<file path="src/rtl/timer_mch.sv">
// N_CH-channel up/down timer behind one 8-bit APB slave, shared 4-bit prescaler.
// Define TMR_IRQ_EN to build the TIER registers and the registered irq outputs.
module timer_mch #(
  parameter int N_CH  = 4,
  parameter int CNT_W = 16
) (
  input  logic                      pclk,
  input  logic                      preset,
  input  logic                      psel,
  input  logic                      penable,
  input  logic                      pwrite,
  input  logic [$clog2(N_CH)+3:0]   paddr,
  input  logic [7:0]                pwdata,
  output logic [7:0]                prdata,
  output logic                      pready,
  output logic                      pslverr,
  output logic [N_CH-1:0]           irq_ch,
  output logic                      irq
);
  localparam int AW  = $clog2(N_CH) + 4;
  localparam int CHW = (N_CH > 1) ? $clog2(N_CH) : 1;
  localparam int NB  = CNT_W / 8;
  localparam logic [CHW:0] NCH_L = (CHW+1)'(N_CH);

  typedef struct packed {
    logic       wr;
    logic       rd;
    logic [3:0] off;
    logic [7:0] wdata;
  } req_t;

  logic [3:0]            psc_q;
  logic [CHW-1:0]        ch_idx;
  logic                  acc, ch_ok, off_ok;
  req_t                  req;
  logic [N_CH-1:0]       ch_hit;
  logic [N_CH-1:0][7:0]  ch_rdata;

  if (N_CH > 1) begin : g_idx
    assign ch_idx = paddr[AW-1:4];
  end else begin : g_idx1
    assign ch_idx = '0;
  end

  assign acc       = psel & penable;
  assign ch_ok     = {1'b0, ch_idx} < NCH_L;
  assign off_ok    = paddr[3:0] <= 4'hA;
  assign req.wr    = acc & pwrite & ch_ok & off_ok;
  assign req.rd    = acc & ~pwrite & ch_ok & off_ok;
  assign req.off   = paddr[3:0];
  assign req.wdata = pwdata;

  assign pready  = 1'b1;
  assign pslverr = acc & ~(ch_ok & off_ok);
  assign irq     = |irq_ch;

  always_comb begin
    prdata = '0;
    if (req.rd)
      for (int i = 0; i < N_CH; i++)
        if (ch_hit[i]) prdata = ch_rdata[i];
  end

  always_ff @(posedge pclk or posedge preset) begin
    if (preset) psc_q <= '0;
    else        psc_q <= psc_q + 4'd1;
  end

  for (genvar i = 0; i < N_CH; i++) begin : g_ch
    logic [CNT_W-1:0] tdr_q, tdr_d, cnt_q, cnt_d, shd_q, cnt_view;
    logic             ld_q, arl_q, dw_q, en_q;
    logic [1:0]       cs_q;
    logic             ovf_q, ovf_d, udf_q, udf_d;
    logic             wr, tick;
    logic [3:0]       msk;
    logic [7:0]       tier, rd_c;

    assign ch_hit[i] = (ch_idx == CHW'(i));
    assign wr        = req.wr & ch_hit[i];
    // clk_sel picks how many low prescaler bits must be all ones
    assign msk       = 4'hF >> (2'd3 - cs_q);
    assign tick      = (psc_q & msk) == msk;

    always_comb begin
      tdr_d = tdr_q;
      cnt_d = cnt_q;
      ovf_d = ovf_q;
      udf_d = udf_q;
      for (int b = 0; b < NB; b++)
        if (wr && req.off == 4'(b)) tdr_d[b*8 +: 8] = req.wdata;
      if (wr && req.off == 4'h9) begin
        ovf_d = ovf_q & req.wdata[0];
        udf_d = udf_q & req.wdata[1];
      end
      // hardware set overrides a same-cycle software clear
      if (ld_q) begin
        cnt_d = tdr_q;
      end else if (en_q && tick) begin
        if (!dw_q) begin
          if (&cnt_q) begin
            ovf_d = 1'b1;
            cnt_d = arl_q ? tdr_q : '0;
          end else begin
            cnt_d = cnt_q + CNT_W'(1);
          end
        end else begin
          if (cnt_q == '0) begin
            udf_d = 1'b1;
            cnt_d = arl_q ? tdr_q : '1;
          end else begin
            cnt_d = cnt_q - CNT_W'(1);
          end
        end
      end
    end

    always_ff @(posedge pclk or posedge preset) begin
      if (preset) begin
        tdr_q <= '0;
        cnt_q <= '0;
        shd_q <= '0;
        ld_q  <= 1'b0;
        arl_q <= 1'b0;
        dw_q  <= 1'b0;
        en_q  <= 1'b0;
        cs_q  <= '0;
        ovf_q <= 1'b0;
        udf_q <= 1'b0;
      end else begin
        tdr_q <= tdr_d;
        cnt_q <= cnt_d;
        ovf_q <= ovf_d;
        udf_q <= udf_d;
        if (wr && req.off == 4'h8) begin
          {ld_q, arl_q, dw_q, en_q} <= req.wdata[7:4];
          cs_q <= req.wdata[1:0];
        end
        // low-byte read freezes the upper bytes for the follow-up reads
        if (req.rd && ch_hit[i] && req.off == 4'h4) shd_q <= cnt_q;
      end
    end

`ifdef TMR_IRQ_EN
    logic oie_q, uie_q, irq_q;
    always_ff @(posedge pclk or posedge preset) begin
      if (preset) begin
        oie_q <= 1'b0;
        uie_q <= 1'b0;
        irq_q <= 1'b0;
      end else begin
        if (wr && req.off == 4'hA) {uie_q, oie_q} <= req.wdata[1:0];
        irq_q <= (ovf_q & oie_q) | (udf_q & uie_q);
      end
    end
    assign tier      = {6'b0, uie_q, oie_q};
    assign irq_ch[i] = irq_q;
`else
    assign tier      = 8'h00;
    assign irq_ch[i] = 1'b0;
`endif

    assign cnt_view = (req.off == 4'h4) ? cnt_q : shd_q;

    always_comb begin
      rd_c = '0;
      case (req.off)
        4'h0, 4'h1, 4'h2, 4'h3:
          for (int b = 0; b < NB; b++)
            if (req.off == 4'(b)) rd_c = tdr_q[b*8 +: 8];
        4'h4, 4'h5, 4'h6, 4'h7:
          for (int b = 0; b < NB; b++)
            if (req.off == 4'(4 + b)) rd_c = cnt_view[b*8 +: 8];
        4'h8:    rd_c = {ld_q, arl_q, dw_q, en_q, 2'b00, cs_q};
        4'h9:    rd_c = {6'b0, udf_q, ovf_q};
        4'hA:    rd_c = tier;
        default: rd_c = '0;
      endcase
    end
    assign ch_rdata[i] = rd_c;
  end

endmodule
</file>
<file path="config.mk">
export PLATFORM = sky130hd
export DESIGN_NAME = timer_mch
export DESIGN_NICKNAME = d
export VERILOG_FILES = /design/src/rtl/timer_mch.sv
export SDC_FILE = /design/constraint.sdc
export NUM_CORES = 1
export LEC_CHECK = 0
export ABC_AREA = 1
export CORE_MARGIN = 5
export CORE_UTILIZATION = 42
export DETAILED_ROUTE_END_ITERATION = 6
export GPL_TIMING_DRIVEN = 0
export PLACE_DENSITY = 0.58
export SYNTH_ARGS = -nofsm -noshare
export SYNTH_HDL_FRONTEND = slang
export SYNTH_SLANG_ARGS = --single-unit
</file>
<file path="constraint.sdc">
create_clock -name pclk -period 7.2 [get_ports pclk]
set_input_delay 2.16 -clock pclk [delete_from_list [all_inputs] [get_ports pclk]]
set_output_delay 2.16 -clock pclk [all_outputs]
set_load 0.01 [all_outputs]
</file>
==> flow_metrics.env <==
export IMPL_tightest_slew_ps=981.7
export IMPL_globalRouteOverflowTotal=0
export IMPL_fin_tns_setup_ps=0
export IMPL_grt_busiest_layer="met2"
export IMPL_cts_htree_levels=4
export IMPL_p_per_area_nw_per_um2=278.2
export IMPL_fill_cells=3795
export IMPL_slew_violations=0
export IMPL_ir_drop_uv=184.8
export IMPL_maxCapViolations=0
export IMPL_antenna_cells=0
export IMPL_clk_pin_slew_worst_paths_ps=80
export IMPL_crit_path_end_kind="output port"
export IMPL_arrival_ps=4990
export IMPL_drc=0
export IMPL_rsz0062_at_grt="no"
export IMPL_clk_latency_ps=470
export IMPL_syn_to_final_growth_pct=11.24
export IMPL_coreArea_um2=35570
export IMPL_die_x_um=199.6
export IMPL_yosysMostFrequentCell="nand2_1"
export IMPL_status="complete, no violations"
export IMPL_first_global_vias=15570
export IMPL_clk_path_buf_depth=2
export IMPL_met1_usage_pct=44.67
export IMPL_detail_route_wl_per_cell_um=20.47
export IMPL_final_cell_area_um2=16790
export IMPL_finalSetupViolCount=0
export IMPL_synth_cell_types=46
export IMPL_drive_gt1_share_pct=7.674
export IMPL_dpl_cell_count=2929
export IMPL_cts_buffers=17
export IMPL_drtAntennaViolNets=0
export IMPL_yosysTopAreaCell="dfrtp_1"
export IMPL_place_area_um2=16090
export IMPL_async_reset_ff_share_pct=100.0
export IMPL_synthesis_area_um2=15100
export IMPL_hold_violations=0
export IMPL_fin_cells=2963
export IMPL_met2_usage_pct=46.74
export IMPL_vias=16650
export IMPL_synth_cells=2431
export IMPL_cts_sinks=196
export IMPL_dieArea_um2=39830
export IMPL_initial_core_util_pct=42.44
export IMPL_synth_top_area_share_pct=32.49
export IMPL_cp_required_ps=5040
export IMPL_max_freq_ghz=0.1398
export IMPL_synth_edff_count=0
export IMPL_crit_path_start_kind="primary input"
export IMPL_leakage_uw=0.007792
export IMPL_io_pins=34
export IMPL_synth_ff_type="dfrtp_1"
export IMPL_netlist_top_cells_area="dfrtp_1 (32%), nand2_1 (20%), nand3_1 (8.7%), o21ai_0 (7.2%), nor2_1 (6.1%)"
export IMPL_dr_pass1_iters=6
export IMPL_relSlewSlack_pct=34.56
export IMPL_fin_crit_ps=7154
export IMPL_whs_ps=495.6
export IMPL_viasPerCell=5.618
export IMPL_grt_pass1_wl_mm=93.73
export IMPL_synth_yosys_seq_area_share_pct=32.49
export IMPL_row_count=69
export IMPL_antenna_found_initial=0
export IMPL_finalNetCount=2521
export IMPL_drt_total_wl_mm=60.65
export IMPL_grtUsageTotal_pct=30.57
export IMPL_cts_root_buf="clkbuf_16"
export IMPL_yosysWarnings=0
export IMPL_die_h_um=199.6
export IMPL_crit_type="primary input to output port"
export IMPL_syn_avg_cell_area_um2=6.210
export IMPL_synth_seq_cells=196
export IMPL_port_buffer_count=27
export IMPL_yosys_top_cells_count="nand2_1 (803), nand3_1 (261), nor2_1 (245), inv_1 (237), o21ai_0 (218)"
export IMPL_drtIter0Drc=1735
export IMPL_grt_use_met3_pct=4.957
export IMPL_dpl_hpwl_mm=45.80
export IMPL_place_congestion=0.9990
export IMPL_hold_class="flop to flop"
export IMPL_power_uw=4672
export IMPL_fin_worst_skew_ps=13.45
export IMPL_fin_crit_sh_pct=99.37
export IMPL_grt_start_max_net_pins=41
export IMPL_cts_tree="built"
export IMPL_cp_max_fo=10
-- what timing repair did --
| item | 4_1_cts | 5_1_grt |
|---|---|---|
| gates cloned | 0 | 0 |
| endpoints found under the setup margin | 8 | 7 |
| buffers inserted | 2 | 0 |
| hold buffers | 0 | 0 |
| resized for setup | 17 | 10 |
| pin swaps | 1 | 0 |
-- worst paths after layout --
| kind | startpoint | to | slack, ps | depth (start not counted) |
|---|---|---|---|---|
| max in group asynchronous | preset | g_ch[0].tdr_q[12]$_DFFE_PP0P_ | 4120 | 5 |
| worst min-delay path | g_ch[1].shd_q[11]$_DFFE_PP0P_ | g_ch[1].shd_q[11]$_DFFE_PP0P_ | 500 | 2 |
| worst max register to register | g_ch[2].cnt_q[0]$_DFFE_PP0P_ | g_ch[2].cnt_q[14]$_DFFE_PP0P_ | 4740 | 11 |
| worst max-delay path | paddr[0] | prdata[7] | 50 | 11 |
| min in group asynchronous | preset | g_ch[2].cnt_q[3]$_DFFE_PP0P_ | 2040 | 2 |
| worst min register to register | g_ch[1].shd_q[11]$_DFFE_PP0P_ | g_ch[1].shd_q[11]$_DFFE_PP0P_ | 500 | 2 |
-- kinds of logic (layout without fill, tap and decap cells) --
kind of cell / count (synthesis) / after routing / share of synthesized area (%)
simple gates: 1408 / 1408 / 39.49
compound gates: 391 / 391 / 13.70
buf+inv: 374 / 441 / 10.46
flops: 196 / 196 / 32.49
xor+xnor: 47 / 47 / 2.727
fa+ha+maj: 13 / 13 / 1.078
other cells: 2 / 6 / 0.04975
-- report_power, final --
group | switching, uW | internal (uW) | total (uW)
Clock | 518 | 533 | 1050
Sequential | 238 | 1290 | 1530
Combinational | 1440 | 651 | 2100
-- cell type report --
| cell class | count | area (um^2) | share of cell area, % |
|---|---|---|---|
| plain buffers | 123 | 651.9 | 3.882 |
| inverters | 251 | 948.4 | 5.648 |
| repair buffers | 35 | 417.9 | 2.489 |
| multi-input cells | 1865 | 8687 | 51.73 |
| well taps | 461 | 576.8 | 3.435 |
| flip-flops and latches | 196 | 4905 | 29.21 |
| clock inverters | 14 | 166.4 | 0.9910 |
| clock buffers | 18 | 439.2 | 2.615 |
-- cell usage in the layout (no fill, tap or decap), types with 4 or more instances in the layout --
cell | netlist | final
nor3_2 | 5 | 8
xnor2_1 | 4 | 4
inv_1 | 237 | 236
conb_1 | 2 | 6
buf_2 | 61 | 57
clkinv_1 | 4 | 4
nand3_1 | 261 | 261
nand2_2 | 8 | 10
nand4_1 | 37 | 37
nand2_1 | 803 | 801
nor2_1 | 245 | 241
a21oi_1 | 82 | 81
ha_1 | 13 | 13
o21ai_0 | 218 | 218
dfrtp_1 | 196 | 196
o22ai_1 | 15 | 15
nor2_4 | 11 | 15
clkbuf_1 | 40 | 37
o21ai_1 | 40 | 40
o2111ai_1 | 4 | 4
buf_12 | 0 | 5
nand3_2 | 4 | 4
nand3b_1 | 6 | 6
nor3_1 | 11 | 8
buf_6 | 3 | 4
o211ai_1 | 8 | 8
xor2_1 | 43 | 43
buf_4 | 17 | 21
clkbuf_16 | 0 | 17
nor2_2 | 9 | 9
inv_2 | 9 | 9
a22oi_1 | 11 | 11
clkinv_4 | 0 | 4
clkdlybuf4s50_1 | 0 | 25
-- metal layers --
metal  part of all wire (%)  wire (um)
met4                    2.9       1736
met1                     44      26970
met2                     44      26640
met5                      0          0
met3                    8.8       5312
-- worst max-delay path: stages --
cell and delay (ps):
clkdlybuf4s50_1 530, buf_6 220, inv_4 130, nand2_2 210, nor2_4 260, buf_4 250, a22oi_1 140, nand4_1 190
nand2_1 90, nor3_2 210, clkdlybuf4s50_1 590
-- sequential cells by signal, summed over array words and instances, names as in the netlist, 8 cells and up --
register    cells
g_ch.cnt_q     64
g_ch.cs_q       8
g_ch.shd_q     32
g_ch.tdr_q     64
-- metrics by stage --
step                worst slack (ps)  util [%]
detailed placement            -449.6     45.23
global placement              -412.7     44.87
finish                         45.54     47.21
global route                   6.191     47.21
CTS                            23.47     47.16
floorplan                       1679         -
(Power assumes the default switching activity.)
